<file path="src/rtl/iccm_loader_pkg.sv">
// iccm_loader_pkg: shared FSM encoding and field widths for the ICCM loader.
// ICCM_LOADER_CHECKSUM_EN adds the CHK state.
package iccm_loader_pkg;
    localparam int LenW = 16;
    localparam int ChkW = 8;
    typedef enum logic [2:0] {
        IDLE,
        LEN,
        COLLECT,
        REQ,
        RSP,
        DONE
`ifdef ICCM_LOADER_CHECKSUM_EN
        , CHK
`endif
    } state_e;
endpackage

</file>
<file path="src/rtl/tlul_pkg.sv">
// tlul_pkg: minimal TL-UL request/response types used by the ICCM loader.
package tlul_pkg;
    typedef enum logic [2:0] {
        PutFullData    = 3'h0,
        PutPartialData = 3'h1,
        Get            = 3'h4
    } tl_a_op_e;
    typedef enum logic [2:0] {
        AccessAck     = 3'h0,
        AccessAckData = 3'h1
    } tl_d_op_e;
    typedef struct packed {
        logic        a_valid;
        tl_a_op_e    a_opcode;
        logic [2:0]  a_param;
        logic [1:0]  a_size;
        logic [7:0]  a_source;
        logic [31:0] a_address;
        logic [3:0]  a_mask;
        logic [31:0] a_data;
        logic        d_ready;
    } tl_h2d_t;
    typedef struct packed {
        logic        d_valid;
        tl_d_op_e    d_opcode;
        logic [2:0]  d_param;
        logic [1:0]  d_size;
        logic [7:0]  d_source;
        logic        d_sink;
        logic [31:0] d_data;
        logic        d_error;
        logic        a_ready;
    } tl_d2h_t;
endpackage

</file>
<file path="src/rtl/iccm_loader_packer.sv">
// iccm_loader_packer: little-endian byte-to-word shift register with a byte counter.
module iccm_loader_packer (
    input  logic        clk,
    input  logic        rst_n,
    input  logic        clr,
    input  logic        push,
    input  logic [7:0]  data,
    output logic [31:0] word,
    output logic [1:0]  cnt
);
    always_ff @(posedge clk or negedge rst_n) begin
        if (!rst_n) begin
            word <= '0;
            cnt  <= '0;
        end else if (clr) begin
            word <= '0;
            cnt  <= '0;
        end else if (push) begin
            word <= {data, word[31:8]};
            cnt  <= cnt + 2'd1;
        end
    end
endmodule

</file>
<file path="src/rtl/iccm_loader.sv">
// iccm_loader: streams a length-prefixed byte image into ICCM as TL-UL PutFullData writes.
// Define ICCM_LOADER_CHECKSUM_EN to require a trailing XOR checksum byte.
module iccm_loader
    import iccm_loader_pkg::*;
#(
    parameter logic [31:0] BaseAddr   = 32'h0000_0000,
    parameter int unsigned DepthWords = 4096
) (
    input  logic              clk_i,
    input  logic              rst_ni,
    input  logic              start_i,
    input  logic              rx_valid_i,
    input  logic [7:0]        rx_data_i,
    output logic              rx_ready_o,
    output tlul_pkg::tl_h2d_t tl_o,
    input  tlul_pkg::tl_d2h_t tl_i,
    output logic              busy_o,
    output logic              done_o,
    output logic              err_o,
    output logic [15:0]       word_cnt_o
);
`ifdef ICCM_LOADER_CHECKSUM_EN
    localparam state_e EndSt = CHK;
`else
    localparam state_e EndSt = DONE;
`endif
    state_e          state_q, state_d;
    logic [LenW-1:0] len_q, cnt_q, len_in;
    logic            err_q, go, rx_fire, len_done, word_done, too_big, last, unused_tl;
    logic [31:0]     word;
    logic [1:0]      byte_cnt;

    assign busy_o     = !(state_q inside {IDLE, DONE});
    assign done_o     = state_q == DONE;
    assign err_o      = err_q;
    assign word_cnt_o = cnt_q;
    assign go         = start_i && !busy_o;
`ifdef ICCM_LOADER_CHECKSUM_EN
    assign rx_ready_o = state_q inside {LEN, COLLECT, CHK};
`else
    assign rx_ready_o = state_q inside {LEN, COLLECT};
`endif
    assign rx_fire    = rx_valid_i && rx_ready_o;
    // The first length byte sits in the packer's top byte when the second arrives.
    assign len_in     = {rx_data_i, word[31:24]};
    assign len_done   = state_q == LEN && rx_fire && byte_cnt == 2'd1;
    assign word_done  = state_q == COLLECT && rx_fire && byte_cnt == 2'd3;
    assign too_big    = 32'(len_in) > DepthWords;
    assign last       = cnt_q + 16'd1 == len_q;
    assign unused_tl  = ^{tl_i.d_opcode, tl_i.d_param, tl_i.d_size, tl_i.d_source,
                          tl_i.d_sink, tl_i.d_data};

    iccm_loader_packer u_packer (
        .clk   (clk_i),
        .rst_n (rst_ni),
        .clr   (go || len_done),
        .push  (rx_fire),
        .data  (rx_data_i),
        .word  (word),
        .cnt   (byte_cnt)
    );

`ifdef ICCM_LOADER_CHECKSUM_EN
    logic [ChkW-1:0] csum_q;
    always_ff @(posedge clk_i or negedge rst_ni) begin
        if (!rst_ni) csum_q <= '0;
        else if (go) csum_q <= '0;
        else if (state_q == COLLECT && rx_fire) csum_q <= csum_q ^ rx_data_i;
    end
`endif

    always_comb begin
        state_d = state_q;
        case (state_q)
            IDLE, DONE: if (go) state_d = LEN;
            LEN:        if (len_done) state_d = (len_in == '0 || too_big) ? DONE : COLLECT;
            COLLECT:    if (word_done) state_d = REQ;
            REQ:        if (tl_i.a_ready) state_d = RSP;
            RSP:        if (tl_i.d_valid) state_d = tl_i.d_error ? DONE : last ? EndSt : COLLECT;
`ifdef ICCM_LOADER_CHECKSUM_EN
            CHK:        if (rx_fire) state_d = DONE;
`endif
            default:    state_d = IDLE;
        endcase
    end

    always_ff @(posedge clk_i or negedge rst_ni) begin
        if (!rst_ni) begin
            state_q <= IDLE;
            len_q   <= '0;
            cnt_q   <= '0;
            err_q   <= 1'b0;
        end else begin
            state_q <= state_d;
            if (go) begin
                len_q <= '0;
                cnt_q <= '0;
                err_q <= 1'b0;
            end
            if (len_done) begin
                len_q <= len_in;
                err_q <= too_big;
            end
            if (state_q == RSP && tl_i.d_valid) begin
                if (tl_i.d_error) err_q <= 1'b1;
                else cnt_q <= cnt_q + 16'd1;
            end
`ifdef ICCM_LOADER_CHECKSUM_EN
            if (state_q == CHK && rx_fire && rx_data_i != csum_q) err_q <= 1'b1;
`endif
        end
    end

    always_comb begin
        tl_o           = '0;
        tl_o.a_valid   = state_q == REQ;
        tl_o.a_opcode  = tlul_pkg::PutFullData;
        tl_o.a_size    = 2'd2;
        tl_o.a_mask    = 4'hF;
        tl_o.a_address = BaseAddr + {14'd0, cnt_q, 2'b00};
        tl_o.a_data    = word;
        tl_o.d_ready   = 1'b1;
    end
endmodule

</file>
<file path="config.mk">
export PLATFORM = sky130hd
export DESIGN_NAME = iccm_loader
export DESIGN_NICKNAME = d
export VERILOG_FILES = /design/src/rtl/iccm_loader_pkg.sv /design/src/rtl/tlul_pkg.sv /design/src/rtl/iccm_loader_packer.sv /design/src/rtl/iccm_loader.sv
export SDC_FILE = /design/constraint.sdc
export NUM_CORES = 1
export LEC_CHECK = 0
export ABC_CLOCK_PERIOD_IN_PS = 3100
export CAP_MARGIN = 40
export CORE_MARGIN = 8
export CORE_UTILIZATION = 43
export DETAILED_ROUTE_END_ITERATION = 12
export PLACE_DENSITY_LB_ADDON = 0.05
export SLEW_MARGIN = 20
export SYNTH_ARGS = -nofsm -noshare
export SYNTH_HDL_FRONTEND = slang
export SYNTH_SLANG_ARGS = --single-unit
</file>
<file path="constraint.sdc">
create_clock -name clk_i -period 3.1 [get_ports clk_i]
set_input_delay 0.93 -clock clk_i [delete_from_list [all_inputs] [get_ports clk_i]]
set_output_delay 0.93 -clock clk_i [all_outputs]
set_load 0.02 [all_outputs]
</file>
==> results of run 1 <==
==> final cells by class <==
class | instances | area [um2] | area share (%)
multi-input cells | 349 | 1938 | 38.07
repair buffers | 105 | 1016 | 19.96
clock buffers | 11 | 151.4 | 2.974
well taps | 129 | 161.4 | 3.170
flip-flops and latches | 70 | 1752 | 34.41
clock inverters | 5 | 57.56 | 1.130
inverters | 4 | 15.01 | 0.2949
==> worst max path at each step <==
stage | slack [ns] | endpoint | from
4_1_cts | 0.15 | rx_ready_o | state_q[0]
3_3_place_gp | 0.12 | state_q[1] | rx_data_i[0]
2_1_floorplan | 0.36 | state_q[1] | word_cnt_o[5]
5_1_grt | 0.07 | rx_ready_o | state_q[0]
6_report | 0.18 | rx_ready_o | state_q[0]
3_5_place_dp | 0.11 | state_q[1] | rx_data_i[1]
==> state kept, by name, indices dropped and copies added, names as in the netlist <==
register and count:
len_q 16, word_cnt_o 16, u_packer.word 32, state_q 3
err_o 1, u_packer.cnt 2
==> per-layer routing <==
layer / part of all wire [%] / up-vias / GRT usage [%] / wire length [um]
met2: 45 / 119 / 24.73 / 4720
li1: - / 1697 / - / -
met1: 43 / 1639 / 19.67 / 4511
met5: 0 / - / 0 / 0
met3: 9.7 / 15 / 5.864 / 1004
met4: 1.5 / 0 / 6.217 / 151
==> kinds of logic (layout without fill, tap and decap cells) <==
group	after synthesis	in the layout
compound gates	116	116
xor+xnor	18	18
fa+ha+maj	3	3
buf+inv	86	125
flops	70	70
mux	4	4
other cells	2	37
simple gates	171	171
==> cells in the final DEF (no fill, tap or decap), drive strengths merged, types with 5 or more instances in the layout <==
cell           instances
nand2                 89
clkdlybuf4s50         82
dfrtp                 70
a21oi                 41
conb                  37
o21ai                 26
buf                   23
nor2                  22
a22o                  18
xnor2                 13
clkbuf                11
nand3                  9
o31ai                  6
nor3                   6
a31oi                  6
and3                   5
or4                    5
xor2                   5
and2                   5
==> worst min-delay path, cell delays in order (launching register included) <==
cell and delay, ns:
dfrtp_1 0.38, nand2_1 0.05, a21oi_1 0.05
==> where the power goes <==
group          total [mW]  internal [mW]  switching [mW]
sequential           1.42           1.16           0.264
combinational        1.57          0.701           0.870
clock               0.775          0.416           0.359
total                3.77           2.28            1.49
==> impl_results.md, run 1 <==
* Status: finished clean
* Slowest cell delay on critical path at 0.66 ns
* XOR/XNOR share of the synthesized area at 3.853%
* Total power draw at approximately 3.8 mW
* Clock Latency Late Sink at 0.34 ns
* Worst hold path depth at 2
* Final non-filler cell total at 673
* Area contributors post-synth: dfrtp_1, buf_4, nand2_1, a21oi_1, a22o_1
* I/O Buffers at 83
* Worst setup margin at 0.1810 ns
* EDFF count, synth at 0
* Crit Path Category: reg2out
* Hold_buf cts at 0
* Clk sinks at 70
* Crit path max fanout at 12
* Fmax at ~0.34 GHz
* Largest family of logic cells by synthesized area: simple AND/OR/NAND/NOR gates
* Hold path endpoint: u_packer.word[2]
* Unrepaired setup endpoints after global routing: false
* Initial antenna violation count at 0
* Initial Util at 44.28%
* Critical path cell sequence: inv_1 > nand2_1 > a21oi_1 > clkdlybuf4s50_1
* I/O pin cnt at 170
* Multiplexer share of the synthesized area at 1.101%
* Synth cell count leaders: nand2_1, dfrtp_1, buf_4
* WP data required at 2.17 ns
* Vias in the first global route at 3364
* Final period util at a little over nine tenths
* Post-synthesis sequential area ratio at 42.81%
* Max clock buf depth at 2
* Worst reg2reg path depth at 6
* DRC violations left at 0
* Post-synthesis compound-gate area fraction at 18.17%
* Num CTS Buffers at 9
* Die X-Extent at 113.5 um
* Max-slew violation count at 0
* Core region area at 0.009240 mm2
* Clk_skew at between 0.01 and 0.015 ns
* Die area at around 0.013 mm2
* Post-CTS resize count at 0
* GR Overflow Total at 0
* Setup TNS after final layout at 0 ns
* Fin area at 0.005091 mm2
* Total number of vias at 3470
* Post-Synth Adder-Cell Area at less than 1%
* Flop-to-flop setup slack at 0.41 ns
* Total GRT Usage at between 10% and 20%
* Worst vdd ir at 0.4527 mV
* ANT nets after route at 0
* Dpl cell area at 0.004882 mm2
* DR WL/cell at 15.44 um
* DP Worst Slack at 0.1055 ns
* Mapped Area at between 0.004 and 0.005 mm2
* Count of final setup violators at 0
* Post-synthesis cell type count at 53
* DP Cell Count at 657
* DR vias/cell at 5.156
* Post-Route WL at 10390 um
* Mean post-synth cell area at 8.705 um2
* Clk root buf: clkbuf_8
* Hold Path Class: reg2reg
* Share of layout cells above drive strength 1 at 8.456%
* Postcts setup bufs at 0
* Worst rel slew slack at 53.05%
* Die Y-Extent at 113.5 um
* Placer Congestion at slightly below 0.9
* Biggest area consumer among synthesized cells: dfrtp_1
* Num rows at 35
* Final min period at between 2 and 3 ns
* Synth top area share at 42.81%
* Hold_ws at approximately 0.52 ns
* Global-route wire length before repair at 16790 um
* Clk slew on worst S/H paths at around 0.080 ns
* P&R area growth vs syn at 24.43%
* #FFs+latches synth at 70
* Worst R2R End: state_q[1]
* Largest net degree at the start of global routing at 71
* CP Capture Type: output port
* Post-Syn Instances at between 400 and 500
* Core Util, Final at 55.10%
* Start point of the worst hold path: u_packer.word[2]
* Syn. warnings at 0
* CP Data Arrival Time at 1.99 ns
* Diode count at 0
* Worst path slowest cell: clkdlybuf4s50_1
* Max Cap Viol at 0
* Final Hold Vio Count at 0
* Async SR Flop Fraction at 100.0%
* Worst-margin pin slew at 0.7043 ns
* Simple-Gate Fraction of Synth Area at ~20%
* Critical Path Stages at 4
* WP buf/inv at 2
* Total Nets Final at 606
* # fillers at between 800 and 900
* Leak Pwr at 2.212 nW
* # H-tree levels at 3
* HPWL Detailed at between 7000 and 8000 um
* Pwr per Cell Area at 740.5 mW/mm2
* CTS tree: yes
* R2r startpoint: word_cnt_o[4]
* Cell with the most instances after synthesis: nand2_1
* Drt pass-1 iters at 4
* Drt initial violations at 184
* Startpoint Class: register
* Delay-heaviest family, CP: buffers and inverters
* Synth Flop Type: dfrtp_1
Note: power is estimated with default switching activity, not from simulation.
==> run 2, diff against run 1 <==
- CORE_UTILIZATION: 43 -> 54
- DONT_BUFFER_PORTS: unset -> 1
==> run 2 against run 1 <==
Clock skew rose by 0.0040 ns. Via count is 11% lower. Clock power is 16% lower. Final cell count down 17%. Worst hold slack worse by 0.24 ns.
==> impl_results.md, run 2 (same netlist as run 1, synthesis figures left out) <==
* P&R area growth vs syn at 1.774% (was 24.43%)
* DR vias/cell at 5.551 (was 5.156)
* Worst setup margin at 0.3596 ns (was 0.1810 ns)
* Final min period at 2.740 ns (was 2.919 ns)
* Clk_skew at 0.01412 ns (was 0.01011 ns)
* CP Data Arrival Time at 2.96 ns (was 1.99 ns)
* Status: finished clean (unchanged)
* Max-slew violation count at 0 (unchanged)
* Hold_ws at 0.2807 ns (was 0.5236 ns)
* Post-CTS resize count at 0 (unchanged)
* HPWL Detailed at 6930 um (was 7475 um)
* Vias in the first global route at 3038 (was 3364)
* Fin area at 0.004164 mm2 (was 0.005091 mm2)
* Total number of vias at 3103 (was 3470)
* Share of layout cells above drive strength 1 at 9.783% (was 8.456%)
* # H-tree levels at 3 (unchanged)
* Commonest cells after routing, fill and taps aside: nand2_1, dfrtp_1, a21oi_1 (was nand2_1, clkdlybuf4s50_1, dfrtp_1)
* Post-Route WL at 9421 um (was 10390 um)
* Final period util at 88.40% (was 94.16%)
* Unrepaired setup endpoints after global routing: false (unchanged)
* Leak Pwr at 1.891 nW (was 2.212 nW)
* Max clock buf depth at 2 (unchanged)
* DP Cell Count at 543 (was 657)
* Most flops, register: u_packer.word (unchanged)
* Commonest non-fill, non-tap cell in the layout: nand2_1 (unchanged)
* Die area at 0.01062 mm2 (was 0.01289 mm2)
* Num rows at 31 (was 35)
* Postcts setup bufs at 0 (unchanged)
* ANT nets after route at 0 (unchanged)
* Worst rel slew slack at 54.47% (was 53.05%)
* DR WL/cell at 16.85 um (was 15.44 um)
* Dpl cell area at 0.003991 mm2 (was 0.004882 mm2)
* Worst vdd ir at 0.5716 mV (was 0.4527 mV)
* DRC violations left at 0 (unchanged)
* Count of final setup violators at 0 (unchanged)
* Placer Congestion at 0.8302 (was 0.8770)
* Clk slew on worst S/H paths at 0.08 ns (about the same)
* Drt initial violations at 147 (was 184)
* Pwr per Cell Area at 782.7 mW/mm2 (was 740.5 mW/mm2)
* Total Nets Final at 522 (was 606)
* Worst-margin pin slew at 0.6830 ns (was 0.7043 ns)
* Initial antenna violation count at 0 (unchanged)
* Final Hold Vio Count at 0 (unchanged)
* Hold_buf cts at 0 (unchanged)
* Fmax at 0.3649 GHz (was 0.3426 GHz)
* DP Worst Slack at 0.3574 ns (was 0.1055 ns)
* Clk root buf: clkbuf_8 (unchanged)
* Startpoint Class: register (unchanged)
* WP data required at 3.32 ns (was 2.17 ns)
* Flop-to-flop setup slack at 0.36 ns (was 0.41 ns)
* Largest net degree at the start of global routing at 71 (unchanged)
* # fillers at 686 (was 877)
* Global-route wire length before repair at 15640 um (was 16790 um)
* Max Cap Viol at 0 (unchanged)
* I/O pin cnt at 170 (unchanged)
* Die Y-Extent at 103.0 um (was 113.5 um)
* Crit path from: word_cnt_o[5] (was state_q[0])
* Max reg flops at 32 (unchanged)
* Final non-filler cell total at 559 (was 673)
* Total GRT Usage at 18.64% (was 15.93%)
* CP Capture Type: register (was output port)
* Clock Latency Late Sink at 0.34 ns (about the same)
* Drt pass-1 iters at 4 (unchanged)
* Core region area at 0.007292 mm2 (was 0.009240 mm2)
* Clk sinks at 70 (unchanged)
* GR Overflow Total at 0 (unchanged)
* Num CTS Buffers at 9 (unchanged)
* Initial Util at 56.11% (was 44.28%)
* Total power draw at 3.259 mW (was 3.770 mW)
* Setup TNS after final layout at 0 ns (unchanged)
* Die X-Extent at 103.0 um (was 113.5 um)
* Diode count at 0 (unchanged)
* Core Util, Final at 57.10% (was 55.10%)
* Crit path max fanout at 9 (was 12)
* Crit Path Category: reg2reg (was reg2out)
* R2r startpoint: word_cnt_o[5] (was word_cnt_o[4])
* Hold Path Class: in2async (was reg2reg)
* CTS tree: yes (unchanged)
* I/O Buffers at 0 (was 83)
[run 2: cell count changes in the layout (fill, tap and decap cells not counted), sizes merged]
cell / delta
inv: +2
buf: -2
clkdlybuf4s50: -82
clkbuf: -2
bufinv: -1
clkinvlp: +1
[run 2: final cells by class]
type	instances	area, um2	share of cell area, %
timing repair buffer	21	157.7	3.786
clock buffer	9	123.9	2.975
clock inverter	7	48.80	1.172
multi-input combinational	349	1943	46.66
sequential	70	1752	42.07
inverter	4	15.01	0.3606
tap	99	123.9	2.975
[run 2: path summary, 6_finish.rpt]
path / end / depth (start not counted)
max: state_q[1] / 6
min: u_packer.word[6] / 0
max reg2reg: state_q[1] / 6
min reg2reg: len_q[6] / 1
max in group asynchronous: word_cnt_o[4] / 0
min in group clk_i: len_q[6] / 1
[run 2: layer usage]
metal,share of wire [%],track usage [%],vias up,routed length [um]
met5,0,0,-,0
met3,11,7.292,4,1045
met4,0.61,4.561,0,57
met1,42,24.40,1454,3967
li1,-,-,1530,-
met2,46,28.19,115,4352
[run 2: power by group]
group	total, mW	leakage [nW]	switching [mW]	internal [mW]
Clock	0.648	0.0898	0.356	0.293
Sequential	1.64	0.951	0.484	1.16
Combinational	0.969	0.851	0.580	0.389
[run 2: worst max-delay path, cell delays in order (launching register included)]
cell and delay, ns:
dfrtp_1 0.39, nand4_4 0.18, or4_1 0.69, mux2_4 0.35, a2111oi_1 0.39, nand4_1 0.25, a221o_1 0.39
